File: config.mk
export PLATFORM = sky130hd
export DESIGN_NAME = ahb_input_stage
export DESIGN_NICKNAME = d
export VERILOG_FILES = /design/src/rtl/ahb_pkg.sv /design/src/rtl/ahb_addr_hold_reg.sv /design/src/rtl/ahb_input_stage.sv
export SDC_FILE = /design/constraint.sdc
export NUM_CORES = 1
export LEC_CHECK = 0
export CORE_ASPECT_RATIO = 1.2
export CORE_MARGIN = 8
export CORE_UTILIZATION = 45
export DETAILED_ROUTE_END_ITERATION = 10
export HOLD_SLACK_MARGIN = 0.03
export PLACE_DENSITY = 0.86
export SYNTH_ARGS = -nofsm -noshare
export SYNTH_HDL_FRONTEND = slang
export SYNTH_SLANG_ARGS = --single-unit
File: constraint.sdc
create_clock -name HCLK -period 3.1 [get_ports HCLK]
set_input_delay 0.775 -clock HCLK [delete_from_list [all_inputs] [get_ports HCLK]]
set_output_delay 0.775 -clock HCLK [all_outputs]
set_load 0.05 [all_outputs]
File: src/rtl/ahb_pkg.sv
// ahb_pkg
// Shared AHB-Lite encodings and field widths used by the bus matrix input
// stage and its helpers.
//   htrans_e   : transfer type encodings (IDLE, BUSY, NONSEQ, SEQ)
//   hresp_e    : response encodings (OKAY, ERROR)
//   HTRANS_W, HSIZE_W, HBURST_W, HPROT_W : control field widths
//   is_req_trans() : true for transfer types that need a slave (NONSEQ/SEQ)
package ahb_pkg;

  typedef enum logic [1:0] {
    HTRANS_IDLE   = 2'b00,
    HTRANS_BUSY   = 2'b01,
    HTRANS_NONSEQ = 2'b10,
    HTRANS_SEQ    = 2'b11
  } htrans_e;

  typedef enum logic {
    HRESP_OKAY  = 1'b0,
    HRESP_ERROR = 1'b1
  } hresp_e;

  localparam int HTRANS_W = 2;
  localparam int HSIZE_W  = 3;
  localparam int HBURST_W = 3;
  localparam int HPROT_W  = 4;

  function automatic logic is_req_trans(input logic [HTRANS_W-1:0] trans);
    return (trans == HTRANS_NONSEQ) || (trans == HTRANS_SEQ);
  endfunction

endpackage

File: src/rtl/ahb_addr_hold_reg.sv
// ahb_addr_hold_reg
// Enable-loaded register that captures a master's address/control phase so it
// can be replayed after the master has been stalled.
//   clk    in   clock
//   resetn in   synchronous active-low reset, clears the register to 0
//   en     in   load enable
//   d      in   WIDTH  packed address/control fields
//   q      out  WIDTH  held copy
module ahb_addr_hold_reg #(
  parameter int WIDTH = 8
) (
  input  logic             clk,
  input  logic             resetn,
  input  logic             en,
  input  logic [WIDTH-1:0] d,
  output logic [WIDTH-1:0] q
);

  always_ff @(posedge clk) begin
    if (!resetn) begin
      q <= '0;
    end else if (en) begin
      q <= d;
    end
  end

endmodule

File: src/rtl/ahb_input_stage.sv
// ahb_input_stage
// Master-side end of the bus matrix. Forwards the live address phase of one
// AHB-Lite master to the output stage, or replays a registered copy when the
// output stage could not take it (lost arbitration or slave still busy), and
// stalls the master with HREADYOUTS=0 until the replayed phase is accepted.
// During the data phase the slave's ready/response are returned to the master.
//   HCLK, HRESETn               clock, synchronous active-low reset
//   HSELS..HMASTLOCKS, HREADYS  master-side address phase and HREADY
//   HREADYOUTS, HRESPS          ready/response back to the master
//   sel_ip..mastlock_ip         muxed address phase towards the output stage
//   held_tran_ip                a live or held transfer is requesting the slave
//   active_ip                   output stage has granted this port
//   ready_ip, resp_ip           slave HREADY/HRESP routed back by the output stage
module ahb_input_stage
  import ahb_pkg::*;
#(
  parameter int ADDR_W   = 32,
  parameter int MASTER_W = 4
) (
  input  logic                HCLK,
  input  logic                HRESETn,
  input  logic                HSELS,
  input  logic [ADDR_W-1:0]   HADDRS,
  input  logic [ADDR_W-1:0]   HAUSERS,
  input  logic [1:0]          HTRANSS,
  input  logic                HWRITES,
  input  logic [2:0]          HSIZES,
  input  logic [2:0]          HBURSTS,
  input  logic [3:0]          HPROTS,
  input  logic [MASTER_W-1:0] HMASTERS,
  input  logic                HMASTLOCKS,
  input  logic                HREADYS,
  output logic                HREADYOUTS,
  output logic                HRESPS,
  output logic                sel_ip,
  output logic [ADDR_W-1:0]   addr_ip,
  output logic [ADDR_W-1:0]   auser_ip,
  output logic [1:0]          trans_ip,
  output logic                write_ip,
  output logic [2:0]          size_ip,
  output logic [2:0]          burst_ip,
  output logic [3:0]          prot_ip,
  output logic [MASTER_W-1:0] master_ip,
  output logic                mastlock_ip,
  output logic                held_tran_ip,
  input  logic                active_ip,
  input  logic                ready_ip,
  input  logic                resp_ip
);

  // The transfer type is not stored: a replayed transfer is always issued as
  // NONSEQ because another master may have been interleaved in between.
  localparam int HOLD_W = 2 * ADDR_W + 1 + HSIZE_W + HBURST_W + HPROT_W + MASTER_W + 1;

  logic                trans_valid;
  logic                accept;
  logic                pend;
  logic                dphase;
  logic [HOLD_W-1:0]   live_bus;
  logic [HOLD_W-1:0]   held_bus;

  logic [ADDR_W-1:0]   held_addr;
  logic [ADDR_W-1:0]   held_auser;
  logic                held_write;
  logic [2:0]          held_size;
  logic [2:0]          held_burst;
  logic [3:0]          held_prot;
  logic [MASTER_W-1:0] held_master;
  logic                held_mastlock;

  assign trans_valid = HSELS & is_req_trans(HTRANSS) & HREADYS;
  assign accept      = active_ip & ready_ip;

  assign live_bus = {HADDRS, HAUSERS, HWRITES, HSIZES, HBURSTS, HPROTS, HMASTERS, HMASTLOCKS};

  // Captures every address phase the master completes; only consulted while
  // pend is set, at which point the master is stalled and cannot overwrite it.
  ahb_addr_hold_reg #(
    .WIDTH (HOLD_W)
  ) u_hold (
    .clk    (HCLK),
    .resetn (HRESETn),
    .en     (HSELS & HREADYS),
    .d      (live_bus),
    .q      (held_bus)
  );

  assign {held_addr, held_auser, held_write, held_size, held_burst,
          held_prot, held_master, held_mastlock} = held_bus;

  always_ff @(posedge HCLK) begin
    if (!HRESETn) begin
      pend   <= 1'b0;
      dphase <= 1'b0;
    end else begin
      // A pending transfer is never dropped; it waits for a grant with the
      // slave ready, which also covers the second cycle of an ERROR response.
      if (pend) begin
        pend <= ~accept;
      end else begin
        pend <= trans_valid & ~accept;
      end
      dphase <= (accept & (pend | trans_valid)) | (dphase & ~ready_ip);
    end
  end

  always_comb begin
    if (pend) begin
      sel_ip      = 1'b1;
      addr_ip     = held_addr;
      auser_ip    = held_auser;
      trans_ip    = HTRANS_NONSEQ;
      write_ip    = held_write;
      size_ip     = held_size;
      burst_ip    = held_burst;
      prot_ip     = held_prot;
      master_ip   = held_master;
      mastlock_ip = held_mastlock;
    end else begin
      sel_ip      = HSELS & HREADYS;
      addr_ip     = HADDRS;
      auser_ip    = HAUSERS;
      trans_ip    = HTRANSS;
      write_ip    = HWRITES;
      size_ip     = HSIZES;
      burst_ip    = HBURSTS;
      prot_ip     = HPROTS;
      master_ip   = HMASTERS;
      mastlock_ip = HMASTLOCKS;
    end
  end

  assign held_tran_ip = pend | trans_valid;

  // The master is stalled while a held transfer waits; otherwise it sees the
  // slave's ready during a data phase and zero-wait OKAY when idle.
  assign HREADYOUTS = pend ? 1'b0 : (dphase ? ready_ip : 1'b1);
  assign HRESPS     = dphase ? resp_ip : HRESP_OKAY;

endmodule
==> results.yml <==
sta:
  slew_violations: 0
  layout_min_cycle_time_ns: 2.62
  fin_ws_ns: 0.481
  skew_ns: 0.00220
  hold_violations: 0
  tns_ns: 0
  slew-limit-headroom_pct: 37.0
  tightestPinTransition_ns: 0.945
  grt_setup_unrepaired: "no"
  fin_crit_sh_pct: 84.5
  setup_violations: 0
  fmax_mhz: 382
outcome:
  status: "complete, no violations"
synthesis:
  synth_area_per_cell_um2: 12.3
  ys_seq_area_share_pct: 28.5
  synth_xor_area_share_pct: 0
  syn-num-nets: 558
  netlist-cell-type-count: 23
  synth_area_mm2: 0.00577
  synth_seq_cells: 82
  yosys_warnings: 0
  yosys.area_share.simple_pct: 14.8
  synth_fa_ha_area_share_pct: 0
  synth_top_family_by_area: "compound AO/OA/AOI/OAI gates"
  synth_compound_area_share_pct: 26.5
  synthMuxAreaShare_pct: 19.7
  syn_inst: 469
worst_hold_path:
  holdCritPathClass: "reg -> reg"
clocking:
  post_cts_buffers: 0
  hold_buffers: 0
  cts_tree: "done"
  numCtsBuffers: 9
  cts_root_buf: "clkbuf_16"
  cts_max_level: 3
  clkTransAtPathRegs_ns: 0.06
  clk_latency_ns: 0.33
  ctsResizeCount: 0
  cts_num_sinks: 82
  clockBufferDepth: 2
floorplan:
  boundaryPins: 175
  start_util_pct: 45.7
  core_area_mm2: 0.0126
  die_area_mm2: 0.0167
  die_w_um: 119
  die_h_um: 140
  row_count: 45
detailed_routing:
  firstDrtPassIters: 4
  ant_nets: 0
  vias: 4076
  drt_wl_total_mm: 13.7
  drc: 0
  drt_iter0_markers: 206
  post_drt_wl_per_cell_um: 17.7
  vias_per_cell: 5.24
grt:
  grt_use_met1_pct: 17.1
  antenna_found_initial: 0
  met2_usage_pct: 27.0
  grt_max_degree: 107
  grt-ovfl-total: 0
  grt-busiest-layer: "met2"
  grtUsageMet3_pct: 7.28
  gr-usage-all-layers_pct: 15.8
  grt_pass1_wl_mm: 22.3
  grt_pass1_vias: 4460
finish:
  final_common_cell: "clkdlybuf4s50_1"
  drive_gt1_share_pct: 69.4
  layout.nets: 698
  mostFrequentLayoutCells: "86 x clkdlybuf4s50_1, 81 x dfxtp_1, 79 x nand3_2, 79 x a21bo_2, 79 x a21oi_2"
  fill_cells: 970
  area_growth_pct: 40.1
  utilization_pct: 64.1
  antennaDiodeCount: 0
critical_path:
  arrival_ns: 1.84
  startpoint_type: "flip-flop"
  cp.required_ns: 2.32
  endpoint_kind: "primary output"
  crit_path_max_fanout: 37
  cpMostUsedCell: "buf_12"
  ff2ff_setup_slack_ns: 1.71
  crit_chain: "buf_12, mux2_2, buf_12"
  slowest_delay_ns: 0.62
  crit_slowest_cell: "dfxtp_4"
  crit_type: "reg -> out"
job:
  drv_cap: 0
power:
  ir_drop_v: 0.000225
  p_total_mw: 3.39
  p_per_area_mw_per_mm2: 419
  leakagePower_nw: 3.04
place:
  dpl_worst_slack_ns: 0.527
  place.gp.congestion: 0.713
  dp_hpwl_mm: 9.55
  port_buffers: 174
-- critical path: cells and delay by family, from the launching register on --
kind     cells  cell delay [ns]
flops        1             0.62
mux          1             0.42
buf+inv      2             0.48
-- Yosys cell counts --
| master | count | area (um2) |
|---|---|---|
| nand3_4 | 1 | 17.5 |
| nand2b_1 | 1 | 6.26 |
| mux2_2 | 12 | 135 |
| and2_1 | 2 | 12.5 |
| mux2i_1 | 1 | 10.0 |
| a21oi_1 | 1 | 5.00 |
| nand3_1 | 1 | 5.00 |
| a21oi_2 | 79 | 692 |
| nand3_2 | 79 | 791 |
| dfxtp_1 | 82 | 1640 |
| nand2_1 | 3 | 11.3 |
| buf_12 | 18 | 360 |
| inv_2 | 2 | 7.51 |
| nor2b_1 | 1 | 6.26 |
| buf_6 | 10 | 113 |
| a221oi_2 | 1 | 15.0 |
| mux2_1 | 8 | 90.1 |
| a21bo_1 | 1 | 10.0 |
| a311oi_2 | 1 | 15.0 |
| buf_2 | 25 | 125 |
| or2_1 | 1 | 6.26 |
| mux2_4 | 60 | 901 |
| a21bo_2 | 79 | 791 |
-- metrics by stage --
step	instances	cell area [um2]	hold slack (ns)
2_1_floorplan	469	5770	0.522
3_3_place_gp	762	7770	0.551
3_5_place_dp	762	7770	0.555
4_1_cts	778	8080	0.567
5_1_grt	778	8080	0.591
6_report	778	8080	0.566
-- area by class of cell --
cell class	count	area [um2]	area share, %
clock buffer	10	229	2.83
tap	164	205	2.54
clock inverter	6	82.6	1.02
sequential	82	1650	20.4
multi-input combinational	332	3520	43.6
inverter	2	10.0	0.124
timing repair buffer	182	2390	29.6
-- logic make-up after synthesis --
group,count (synthesis)
flip-flops,82
buffers and inverters,55
AO/OA/AOI/OAI,162
multiplexers,81
AND/OR/NAND/NOR,89
-- final timing paths --
| kind | cells past startpoint | endpoint | startpoint |
|---|---|---|---|
| worst min-delay path | 2 | dphase$_SDFF_PN0_ | dphase$_SDFF_PN0_ |
| worst max register to register | 3 | pend$_SDFF_PN0_ | pend$_SDFF_PN0_ |
| worst max-delay path | 3 | master_ip[3] | pend$_SDFF_PN0_ |
| worst min register to register | 2 | dphase$_SDFF_PN0_ | dphase$_SDFF_PN0_ |
-- sequential cells by signal, indices dropped and copies added, names as in the netlist --
| register | count |
|---|---|
| u_hold.q | 80 |
| dphase | 1 |
| pend | 1 |
-- per-layer routing --
metal  up-vias  share of wire [%]
met2       116                 49
met4         0                2.0
li1       1979                  -
met3        15                9.2
met1      1966                 39
met5         -                  0
-- power by group --
part | switching (mW) | leakage, nW | internal (mW) | total (mW)
sequential | 0.0268 | 0.671 | 1.10 | 1.13
clock | 0.426 | 0.152 | 0.702 | 1.13
combinational | 0.589 | 2.22 | 0.541 | 1.13
total | 1.04 | 3.04 | 2.34 | 3.39
Power figures use the tool's default switching activity.
==> patch (same settings) <==
Change the parameter `ADDR_W` from 32 to 64.
--- a/src/rtl/ahb_input_stage.sv
+++ b/src/rtl/ahb_input_stage.sv
@@ -15,5 +15,5 @@
   import ahb_pkg::*;
 #(
-  parameter int ADDR_W   = 32,
+  parameter int ADDR_W   = 64,
   parameter int MASTER_W = 4
 ) (
Ports: changed (resized HADDRS, HAUSERS, addr_ip and auser_ip); port bits go from 175 to 303. The function was not compared with the original's and may differ.
==> patch against the original RTL <==
- worst setup slack worse by 0.18 ns
- final cell count is 67% higher
- synthesized cell count up 77%
- core utilization increased by 0.82 points
- combinational power grew 34%
- total power is 69% higher
- first-iteration DRC count is 130% higher
- non-clock buffer count rose by 131
- sequential cell count grew 64
- register-to-register slack improved by 0.17 ns
- wire length is 69% higher
- area after synthesis increased by 39%
- count of clock-buffer cells in the layout increased by 10
- design area increased by 41%
==> patch: results (changes against the original RTL) <==
[synth]
synth_edf_count=0  ; unchanged
synth_area_leaders=dfxtp_1 36%, mux2_2 20%, a21bo_2 18%
netlist_top_cells_count=146 x dfxtp_1, 144 x a21bo_2, 144 x a21oi_1, 144 x mux2_2, 144 x nand3_1
synth.yosys.seq_area_share_pct=36.4  ; +7.9 points
synthCells=832  ; +77%
synth_compound_area_share_pct=27.3  ; +0.82 points
syn_nets=985  ; +77%
yosysUniqueCellTypes=19  ; -17%
synth.area.mux_share_pct=20.3  ; +0.62 points

[timing]
relSlewSlack_pct=34.6  ; -2.4 points
skew_ns=0.00429  ; +0.00209 ns

[global_routing]
grt_pass1_wl_um=35900  ; +61%
grt_max_degree=230  ; +110%
grt_pass1_vias=6786  ; +52%
track_usage_pct=19.7  ; +3.9 points

[min_path]
worstHoldPathType=reg -> reg
whs_endpoint=u_hold.q[37]
min-delay-start=u_hold.q[37]

[clock_tree]
numCtsBuffers=17  ; +8
clk_pin_slew_ns=0.06  ; about the same
h-tree-depth=4  ; +1
clock_latency_ns=0.41  ; +0.08 ns
clk_path_buf_depth=2  ; unchanged
root_buffer=clkbuf_16

[placed_design]
portBuffers=302  ; +74%
gp_congestion=0.770  ; +8.0%
place_area_um2=10700  ; +38%
dp.cells=1269  ; +67%
dp_hpwl_um=15600  ; +64%

[power]
swShare_pct=30.6  ; -0.16 points
p_comb_mw=1.51  ; +34%
ir_drop_uv=321  ; +43%
power.leakage_nw=4.40  ; +45%
pg_clk_mw=2.19  ; +94%

[worst_setup_path]
reg2reg_slack_ns=1.88  ; +0.17 ns
cpPeakStageDelay_ns=0.64  ; +0.02 ns
crit-reg2reg-launch=pend
r2r_cells=2  ; -1
critical_path_arrival_ns=2.03  ; +0.19 ns
worstPathMaxFanout=50  ; +35%
cp_slowest_cell=dfxtp_4

[drt]
first_pass_iters=5  ; +1
wire_per_inst_um=17.8  ; +0.96%
wirelength_um=23200  ; +69%
vias_per_cell=5.45  ; +3.9%
drt_iter0_markers=471  ; +130%

[final_layout]
fin_nets=1221  ; +75%
drive_above_1_share_pct=45.1  ; -24 points
reg.largest.list=u_hold.q: 144 flops, dphase: 1 flops, pend: 1 flops

[status]
status=finished, final reports clean

==> patch: cell count changes after synthesis, moves of 65 or more <==
cell	delta
a21oi_1	+143
mux2_2	+132
a21bo_2	+65
nand3_2	-78
nand3_1	+143
a21oi_2	-79
==> patch: logic make-up after synthesis <==
| logic type | after synthesis |
|---|---|
| DFF | 146 |
| AOI/OAI and AO/OA | 290 |
| and+or+nand+nor | 153 |
| muxes | 145 |
| buffers and inverters | 98 |
==> patch: worst max-delay path by stage <==
stage	startpoint	endpoint	slack, ns	cells past startpoint
2_1_floorplan	HREADYS	sel_ip	0.71	5
3_5_place_dp	ready_ip	HREADYOUTS	0.46	4
6_report	pend	auser_ip[51]	0.30	3
5_1_grt	pend	auser_ip[51]	0.24	3
3_3_place_gp	ready_ip	HREADYOUTS	0.48	4
4_1_cts	pend	auser_ip[51]	0.28	3
==> patch: metrics by stage <==
step           setup slack (ns)  power, mW  hold slack (ns)
2_1_floorplan             0.715       3.02            0.524
3_3_place_gp              0.478       3.54            0.551
3_5_place_dp              0.456       3.56            0.564
4_1_cts                   0.283       5.77            0.572
5_1_grt                   0.239       5.94            0.584
6_report                  0.296       5.71            0.569
==> patch: worst min-delay path: stages, from the launching register on <==
cell     delay (ns)
dfxtp_1        0.30
a21bo_2        0.17
a21oi_1        0.05
==> patch: final cells by class <==
type	instances	area [um^2]
Clock buffer	20	447
Clock inverter	12	180
Fill cell	1476	6150
Inverter	2	10.0
Multi-Input combinational cell	588	4600
Sequential cell	146	2930
Tap cell	220	275
Timing Repair Buffer	313	2930
==> patch: per-layer routing <==
layer / GRT usage (%) / share of wire (%) / up-vias
li1: - / - / 3509
met1: 23.0 / 40 / 3302
met2: 32.8 / 49 / 229
met3: 5.38 / 7.4 / 45
met4: 9.06 / 3.2 / 0
met5: 0 / 0 / -
